--- config.mk ---
export PLATFORM = sky130hd
export DESIGN_NAME = call_scheduler
export DESIGN_NICKNAME = d
export VERILOG_FILES = /design/src/rtl/call_scheduler.sv
export SDC_FILE = /design/constraint.sdc
export NUM_CORES = 1
export LEC_CHECK = 0
export CORE_AREA = 2 2 62 64
export DETAILED_ROUTE_END_ITERATION = 10
export DIE_AREA = 0 0 64 66
export PLACE_DENSITY_LB_ADDON = 0.08
export SYNTH_ARGS = -nofsm -noshare
export SYNTH_HDL_FRONTEND = slang
export SYNTH_SLANG_ARGS = --single-unit
--- constraint.sdc ---
create_clock -name clk -period 2.7 [get_ports clk]
set_input_delay 0.405 -clock clk [delete_from_list [all_inputs] [get_ports clk]]
set_output_delay 0.405 -clock clk [all_outputs]
set_load 0.05 [all_outputs]
--- src/rtl/call_scheduler.sv ---
// Elevator call scheduler: latches call buttons, tracks pending stops, runs SCAN direction
// selection, picks the next destination and times the door-open dwell for the floor mover.
module call_scheduler #(
   parameter int unsigned NF          = 6,
   parameter int unsigned DOOR_CYCLES = 4
) (
   input  logic          clk,
   input  logic          reset,
   input  logic [NF-1:0] btn,
   input  logic [NF-1:0] currentF,
   input  logic          isOpen,
   output logic [NF-1:0] requestF,
   output logic [NF-1:0] desF,
   output logic [1:0]    up,
   output logic          isClose
);

   localparam int unsigned CW = $clog2(DOOR_CYCLES + 1);

   typedef enum logic [1:0] {
      S_IDLE = 2'd0,
      S_UP   = 2'd1,
      S_DOWN = 2'd2
   } state_e;

   state_e        state_q, state_d;
   logic [NF-1:0] btn_q;
   logic [NF-1:0] pend_q, pend_d;
   logic [NF-1:0] req_q, req_d;
   logic [NF-1:0] des_q, des_d;
   logic [1:0]    up_q, up_d;
   logic          close_q, close_d;
   logic [CW-1:0] cnt_q, cnt_d;

   logic [NF-1:0] press;
   logic [NF-1:0] serve;
   logic          cf_onehot;
   logic          reopen;
   logic [NF-1:0] above;
   logic [NF-1:0] below;
   logic [NF-1:0] lo_above;
   logic [NF-1:0] hi_below;

   // Pending-stop update, served-stop clearing and door dwell timing
   always_comb begin
      press     = btn & ~btn_q;
      cf_onehot = (currentF != '0) && ((currentF & (currentF - NF'(1))) == '0);
      serve     = cf_onehot ? (currentF & {NF{isOpen}}) : '0;
      pend_d    = (pend_q | press) & ~serve;
      reopen    = cf_onehot && isOpen && ((press & currentF) != '0);

      cnt_d   = cnt_q;
      close_d = 1'b0;
      if (!isOpen || reopen) begin
         cnt_d = '0;
      end else begin
         if (cnt_q < CW'(DOOR_CYCLES)) begin
            cnt_d = cnt_q + CW'(1);
         end
         close_d = (cnt_q == CW'(DOOR_CYCLES));
      end
   end

   // Stops strictly above / below the current stop, and the nearest one in each direction
   always_comb begin
      above    = pend_d & ~((currentF << 1) - NF'(1));
      below    = pend_d & (currentF - NF'(1));
      lo_above = above & (~above + NF'(1));
      hi_below = '0;
      for (int i = 0; i < NF; i++) begin
         if (below[i]) begin
            hi_below = NF'(1) << i;
         end
      end
   end

   // SCAN direction FSM with destination / request outputs; frozen while currentF is invalid
   always_comb begin
      state_d = state_q;
      req_d   = req_q;
      des_d   = des_q;
      up_d    = up_q;
      if (cf_onehot) begin
         req_d = pend_d;
         case (state_q)
            S_IDLE: begin
               if (above != '0)      state_d = S_UP;
               else if (below != '0) state_d = S_DOWN;
               else                  state_d = S_IDLE;
            end
            S_UP: begin
               if (above != '0)      state_d = S_UP;
               else if (below != '0) state_d = S_DOWN;
               else                  state_d = S_IDLE;
            end
            S_DOWN: begin
               if (below != '0)      state_d = S_DOWN;
               else if (above != '0) state_d = S_UP;
               else                  state_d = S_IDLE;
            end
            default: state_d = S_IDLE;
         endcase
         case (state_d)
            S_UP: begin
               des_d = lo_above;
               up_d  = 2'b10;
            end
            S_DOWN: begin
               des_d = hi_below;
               up_d  = 2'b01;
            end
            default: begin
               des_d = currentF;
               up_d  = 2'b00;
            end
         endcase
      end
   end

   always_ff @(posedge clk or negedge reset) begin
      if (!reset) begin
         state_q <= S_IDLE;
         btn_q   <= '0;
         pend_q  <= '0;
         req_q   <= '0;
         des_q   <= NF'(1);
         up_q    <= 2'b00;
         close_q <= 1'b0;
         cnt_q   <= '0;
      end else begin
         state_q <= state_d;
         btn_q   <= btn;
         pend_q  <= pend_d;
         req_q   <= req_d;
         des_q   <= des_d;
         up_q    <= up_d;
         close_q <= close_d;
         cnt_q   <= cnt_d;
      end
   end

   assign requestF = req_q;
   assign desF     = des_q;
   assign up       = up_q;
   assign isClose  = close_q;

endmodule

==> summary.md, run 1 <==
| Metric | Value |
|---|---|
| Ys flop type | `dfrtp_1` |
| Worst setup margin | `-1.04 ns` |
| Largest stage delay, worst path | `0.49 ns` |
| Fraction of power spent switching nets | `about two fifths` |
| Initial Util | `between 50% and 60%` |
| All-Layer GR Usage | `roughly 28%` |
| First-pass GRT wire length | `between 8 and 9 mm` |
| H-tree lvl count | `2` |
| Cell with the most instances after synthesis | `dfrtp_1` |
| NumNets Final | `around 300` |
| Worst vdd ir | `approximately 0.48 mV` |
| Final Hold Violating Endpoints | `0` |
| Ant diodes | `0` |
| IO Pins | `30` |
| Period Utilization, post-route | `138%` |
| Die Span X | `between 60 and 70 um` |
| Most frequent cells after synthesis | `dfrtp_1 (31), nand2_1 (21), nor2_1 (15)` |
| TritonCTS clock tree | `yes` |
| PortBufs | `29` |
| Asr flop ratio synth | `100%` |
| CP bufs+invs | `4` |
| Pre-CTS WS | `-1.63 ns` |
| Seq cells post-synth | `32` |
| WL final | `slightly below 6 mm` |
| Mapped cell area | `~1800 um2` |
| Post-synthesis compound-gate area fraction | `21.1%` |
| Final setup violation count | `10` |
| Fillers | `194` |
| DRC viols | `0` |
| Adder-cell share of the synthesized area | `under 10%` |
| Synth area leader | `dfrtp_1` |
| Post-synthesis sequential area ratio | `44.9%` |
| Post-route minimum period | `~3.7 ns` |
| TritonRoute pass-1 iters | `4` |
| Max-Cap Viols | `0` |
| Sequential standard cell area | `about 800 um2` |
| Number of global-route vias before repair | `between 1500 and 2000` |
| Total clock sinks | `32` |
| CTS max path bufs | `2` |
| CP Capture Type | `register` |
| RSZ-0062 raised after global routing | `true` |
| Critical R2R Launch | `btn_q[3]` |
| PD cells | `around 550 nW/um2` |
| CP startpoint kind | `primary input` |
| CP required | `2.96 ns` |
| Net Sw Power | `0.634 mW` |
| R2R cell count | `12` |
| Peak Freq | `about 270 MHz` |
| Seq pwr share | `36.9%` |
| Initial antenna violation count | `0` |
| Largest net degree at the start of global routing | `33` |
| Count of different cell masters after synthesis | `45` |
| Mux cell area share after synthesis | `around 1.8%` |
| Clk_skew | `between 0.003 and 0.004 ns` |
| Max transition margin | `between 60% and 70%` |
| Combinational family with the most area after synthesis | `compound AO/OA/AOI/OAI gates` |
| Row count | `22` |
| Pint | `around 0.98 mW` |
| Syn avg cell area | `10.1 um2` |
| Final ANT Viol Nets | `0` |
| Clock Latency Late Sink | `between 0.3 and 0.4 ns` |
| Kind of critical path | `in2reg` |
| GR Overflow Total | `0` |
| Number of vias per cell | `5.75` |
| Top Family by Delay on Critical Path | `simple AND/OR/NAND/NOR gates` |
| Pleak | `~1.3 nW` |
| Synth-to-Final Area Change | `63.6%` |
| Post-synth EDFFs | `0` |
| DR vias | `~1900` |
| Total power | `between 1.5 and 2 mW` |
| Critical Path AT | `4.00 ns` |
| Proportion of netlist area held by the largest area contributor | `around 43%` |
| Worst-path cell chain | `buf_6, or3_4, or3_4, ha_2, or4_4, buf_4, o22ai_4, o221ai_1, o41ai_2, nand2_2, inv_1, ha_4, buf_4, nor3b_1, a41oi_1, a21oi_1` |
| Logic pwr share | `a little under half` |
| Die area | `4220 um2` |
| Post-synthesis simple-gate area fraction | `slightly below 20%` |
| Die height | `about 66 um` |
| Hold Path Class | `in2async` |
| Share of post-route cells with drive strength above 1 | `approximately 44%` |
| Reg-to-Reg End | `desF[5]` |
| Synth Warn # | `0` |
| Gpl congestion | `approximately 0.90` |
| 1st-iter DRT viols | `roughly 130` |
| Slowest cell on crit path | `or4_4` |
| Syn Nets | `a little over 200` |
| Status | `complete, but fails checks` |
| Core area | `roughly 3600 um2` |
| Worst-margin pin slew | `between 0.5 and 0.6 ns` |
| Synth area leaders | `dfrtp_1 (43%), ha_1 (7.7%), nand2_1 (4.4%)` |
| Share of total power in the clock network | `roughly 18%` |
| Crit path max fanout | `5` |
| Clock-pin slew on the worst setup and hold paths | `about 0.1 ns` |
| Total CTS buffers | `5` |
| Failing checks | `negative setup slack` |
| Root buffer cell | `clkbuf_4` |
| Fin. max-slew vios | `0` |
| Area of the multi-input gates | `approximately 1100 um2` |
| Reg2reg setup slack | `between 0.15 and 0.2 ns` |
| Detailed placer's ending HPWL | `around 3.6 mm` |
| Wire per inst | `17.9 um` |
| Post-Synthesis Cells | `roughly 180` |
| Synth Area in XOR/XNOR | `0.490%` |
-- registers in the layout, summed over array words and instances (netlist names) --
signal	flops
up	2
pend_q	6
state_q	2
cnt_q	3
btn_q	6
isClose	1
requestF	6
desF	6
-- how the worst max path moves through the flow --
| stage | startpoint | slack, ns | endpoint | cells past startpoint |
|---|---|---|---|---|
| 2_1_floorplan | currentF[0] | -1.08 | desF[5] | 16 |
| 4_1_cts | currentF[2] | -0.98 | desF[2] | 14 |
| 5_1_grt | currentF[0] | -1.17 | desF[5] | 17 |
| 3_3_place_gp | currentF[2] | -1.54 | desF[0] | 14 |
| 3_5_place_dp | currentF[2] | -1.63 | desF[0] | 14 |
| 6_report | currentF[2] | -1.04 | desF[5] | 16 |
-- final cells by class --
class	instances	area share, %
clock buffers	6	1.75
multi-input cells	125	37.6
flip-flops and latches	32	27.4
repair buffers	99	29.0
clock inverters	2	0.342
inverters	14	1.80
well taps	48	2.05
-- cell families (layout without fill, tap and decap cells) --
| family | count (synthesis) | after routing |
|---|---|---|
| buf+inv | 20 | 121 |
| flops | 32 | 32 |
| mux | 3 | 3 |
| compound gates | 47 | 47 |
| fa+ha+maj | 11 | 11 |
| xor+xnor | 1 | 1 |
| simple gates | 63 | 63 |
-- power by group through the flow --
stage | clock network, mW | registers, mW | logic (mW)
after detailed placement | 0 | 0.604 | 0.624
after global routing | 0.323 | 0.606 | 0.774
after floorplan | 0 | 0.785 | 0.197
after global placement | 0 | 0.600 | 0.613
final | 0.285 | 0.595 | 0.733
after CTS | 0.302 | 0.595 | 0.668
-- cells in the final DEF (no fill, tap or decap), drive strengths merged, types with 6 or more instances in the layout --
cell           count
buf               73
dfrtp             31
clkdlybuf4s50     24
nand2             21
nor2              15
o21ai             15
inv               14
ha                11
clkbuf             6
o22ai              6
-- what timing repair did --
item / 4_1_cts / 5_1_grt
pin swaps: 23 / 24
gates resized for setup: 35 / 23
setup buffers: 13 / 15
setup endpoints to repair: 20 / 12
hold buffers: 0 / 0
-- routing by layer --
layer / share of wire, % / track usage, % / wire length (um) / up-vias
li1: - / - / - / 838
met4: 4.9 / 15.2 / 289 / 0
met1: 36 / 32.3 / 2120 / 916
met2: 52 / 47.7 / 3060 / 88
met5: 0 / 0 / 0 / -
met3: 6.5 / 7.50 / 382 / 31
-- stage by stage --
step	instance area, um2	hold slack [ns]	instances	TNS [ns]	util (%)
floorplan	1870	0.109	177	-7.89	-
CTS	2720	0.450	311	-7.35	76.5
global placement	2470	0.460	291	-18.27	69.7
detailed placement	2470	0.469	291	-20.30	69.7
global route	2930	0.472	326	-9.39	82.4
finish	2930	0.462	326	-8.60	82.4
(Power assumes the default switching activity.)
==> run 2, diff against run 1 <==
- clock period: 2.7 -> 3.65 ns (I/O delays scaled with it)
==> run 2 against run 1 <==
The flow still finishes with violations (negative setup slack). Count of clock-buffer cells in the layout did not move. Register-to-register slack improved by 0.97 ns. Clock skew rose by 0.0027 ns. Flip-flop and latch count did not move. Total power fell by 31%. Design area fell by 9.5%. Wire length fell by 17%. Utilization fell by 7.9 points. Setup slack improved by 0.92 ns. Die area did not move. First-iteration DRC count fell by 21%. Largest cell class unchanged.
==> summary.md, run 2 (same netlist as run 1, synthesis figures left out) <==
| Metric | Value |
|---|---|
| Post-route minimum period | `between 3 and 4 ns` |
| Die area | `4220 um2 (unchanged)` |
| Number of vias per cell | `5.57 (-3.1%)` |
| Min-delay src | `requestF[4]` |
| PD cells | `421 nW/um2 (-24%)` |
| CP startpoint kind | `primary input` |
| Seq pwr share | `39.5% (+2.6 points)` |
| Gpl congestion | `0.870 (-3.7%)` |
| Wire per inst | `16.2 um (-9.6%)` |
| Largest stage delay, worst path | `0.49 ns (about the same)` |
| Hold Path Class | `reg2reg` |
| Final ANT Viol Nets | `0 (unchanged)` |
| Net Sw Power | `0.439 mW (-31%)` |
| Number of global-route vias before repair | `1719 (-6.1%)` |
| Pleak | `1.13 nW (-12%)` |
| Worst vdd ir | `0.240 mV (-50%)` |
| Worst-margin pin slew | `0.540 ns (+0.00890 ns)` |
| Pre-CTS WS | `-0.797 ns (+0.829 ns)` |
| R2R cell count | `10 (-2)` |
| Max-Cap Viols | `0 (unchanged)` |
| Die height | `66 um (unchanged)` |
| Pint | `0.676 mW (-31%)` |
| Clock-pin slew on the worst setup and hold paths | `0.09 ns (about the same)` |
| All-Layer GR Usage | `24.4% (-3.7 points)` |
| Ant diodes | `0 (unchanged)` |
| Critical Path AT | `4.00 ns (about the same)` |
| Root buffer cell | `clkbuf_4` |
| Initial antenna violation count | `0 (unchanged)` |
| TritonRoute pass-1 iters | `5 (+1)` |
| Die Span X | `64 um (unchanged)` |
| TritonCTS clock tree | `yes` |
| Hold Crit Depth | `2` |
| RSZ-0062 raised after global routing | `true` |
| Fin. max-slew vios | `0 (unchanged)` |
| Largest net degree at the start of global routing | `33 (unchanged)` |
| Synth-to-Final Area Change | `48.0%` |
| Status | `complete, but fails checks` |
| PortBufs | `29 (unchanged)` |
| NumNets Final | `277 (-8.6%)` |
| Share of total power in the clock network | `16.5% (-1.2 points)` |
| Failing checks | `negative setup slack` |
| Hold Crit Endpoint | `requestF[4]` |
| Reg-to-Reg End | `desF[2]` |
| Share of post-route cells with drive strength above 1 | `35.9% (-8.0 points)` |
| DRC viols | `0 (unchanged)` |
| Crit path max fanout | `6 (+1)` |
| CP required | `3.88 ns (+0.92 ns)` |
| Period Utilization, post-route | `103%` |
| Clk_skew | `0.00667 ns (+0.00272 ns)` |
| Total clock sinks | `32 (unchanged)` |
| Fraction of power spent switching nets | `39.4% (+0.079 points)` |
| Worst setup margin | `-0.117 ns (+0.920 ns)` |
| Total power | `1.12 mW (-31%)` |
| Core area | `3550 um2 (unchanged)` |
| 1st-iter DRT viols | `104 (-21%)` |
| Kind of critical path | `in2reg` |
| Critical R2R Launch | `btn_q[4]` |
| Final Hold Violating Endpoints | `0 (unchanged)` |
| Total CTS buffers | `5 (unchanged)` |
| Reg2reg setup slack | `1.13 ns (+0.97 ns)` |
| Commonest non-fill, non-tap cell in the layout | `buf_4` |
| CTS max path bufs | `2 (unchanged)` |
| Final setup violation count | `5 (-5)` |
| Slowest cell on crit path | `or4_4` |
| First-pass GRT wire length | `7.91 mm (-11%)` |
| Clock Latency Late Sink | `0.34 ns (about the same)` |
| Worst-path cell chain | `buf_6, or3_4, or3_4, ha_4, or4_4, buf_6, o22ai_4, o221ai_2, a211o_1, or2_4, a21o_1, ha_4, and2b_2, a221oi_2, o21ai_1` |
| H-tree lvl count | `2 (unchanged)` |
| GR Overflow Total | `0 (unchanged)` |
| DR vias | `1664 (-11%)` |
| Initial Util | `50.4% (unchanged)` |
| CP Capture Type | `register` |
| Detailed placer's ending HPWL | `3.36 mm (-6.4%)` |
| Most frequent cells in the layout | `buf_4 (41), dfrtp_1 (31), clkdlybuf4s50_1 (24)` |
| Peak Freq | `approximately 270 MHz` |
| Max transition margin | `64.0% (-0.48 points)` |
| IO Pins | `30 (unchanged)` |
| Logic pwr share | `44.0% (-1.4 points)` |
| Row count | `22 (unchanged)` |
| WL final | `4.85 mm (-17%)` |
[run 2: power by group through the flow]
| stage | Clock (mW) | Sequential, mW | Combinational [mW] |
|---|---|---|---|
| after CTS | 0.195 | 0.441 | 0.472 |
| after global placement | 0 | 0.444 | 0.443 |
| after detailed placement | 0 | 0.447 | 0.447 |
| after floorplan | 0 | 0.581 | 0.142 |
| after global routing | 0.208 | 0.448 | 0.523 |
| final | 0.184 | 0.440 | 0.490 |
[run 2: cell type report]
class / instances / area (um2)
Sequential cell: 32 / 802
Inverter: 14 / 52.6
Fill cell: 265 / 905
Clock buffer: 6 / 41.3
Clock inverter: 1 / 5.00
Timing Repair Buffer: 73 / 634
Multi-Input combinational cell: 125 / 1050
Tap cell: 48 / 60.1
[run 2: critical path: cells and delay by family]
kind | cells | cell delay, ns
buffers and inverters | 2 | 0.25
adder cells (fa/ha/maj) | 2 | 0.35
AND/OR/NAND/NOR | 5 | 1.69
AO/OA/AOI/OAI | 6 | 1.16
[run 2: worst max-delay path by stage]
stage | startpoint | endpoint | slack, ns | cells past startpoint
2_1_floorplan | currentF[0] | desF[5] | -0.27 | 16
3_3_place_gp | currentF[2] | desF[5] | -0.73 | 13
3_5_place_dp | currentF[2] | desF[0] | -0.80 | 15
4_1_cts | currentF[2] | desF[2] | -0.28 | 15
5_1_grt | currentF[1] | desF[2] | -0.22 | 15
6_report | currentF[1] | desF[2] | -0.12 | 15
[run 2: metrics by stage]
stage,std cells,setup TNS [ns],cell area (um2),hold slack [ns],util [%]
finish,299,-0.396,2650,0.481,74.5
global route,299,-0.990,2650,0.533,74.5
CTS,296,-1.12,2550,0.492,72.0
detailed placement,278,-5.55,2370,0.470,66.6
global placement,278,-4.75,2370,0.458,66.6
floorplan,177,-1.33,1840,0.252,-
[run 2: repair_timing]
item | in CTS | in global routing
resized for setup | 29 | 14
hold buffers | 0 | 0
endpoints found under the setup margin | 6 | 7
hold endpoints to repair | 0 | 0
buffers inserted | 11 | 3
pin swaps | 19 | 19
[run 2: metal layers]
layer	part of all wire, %	global-route usage, %
met5	0	0
met4	2.0	6.52
met3	4.6	5.11
met2	50	43.1
met1	43	30.2
==> run 3, diff against run 2 <==
- CAP_MARGIN: default -> 40
==> results of run 3 <==
Final layout, timing and power as in run 2 (identical DEF).
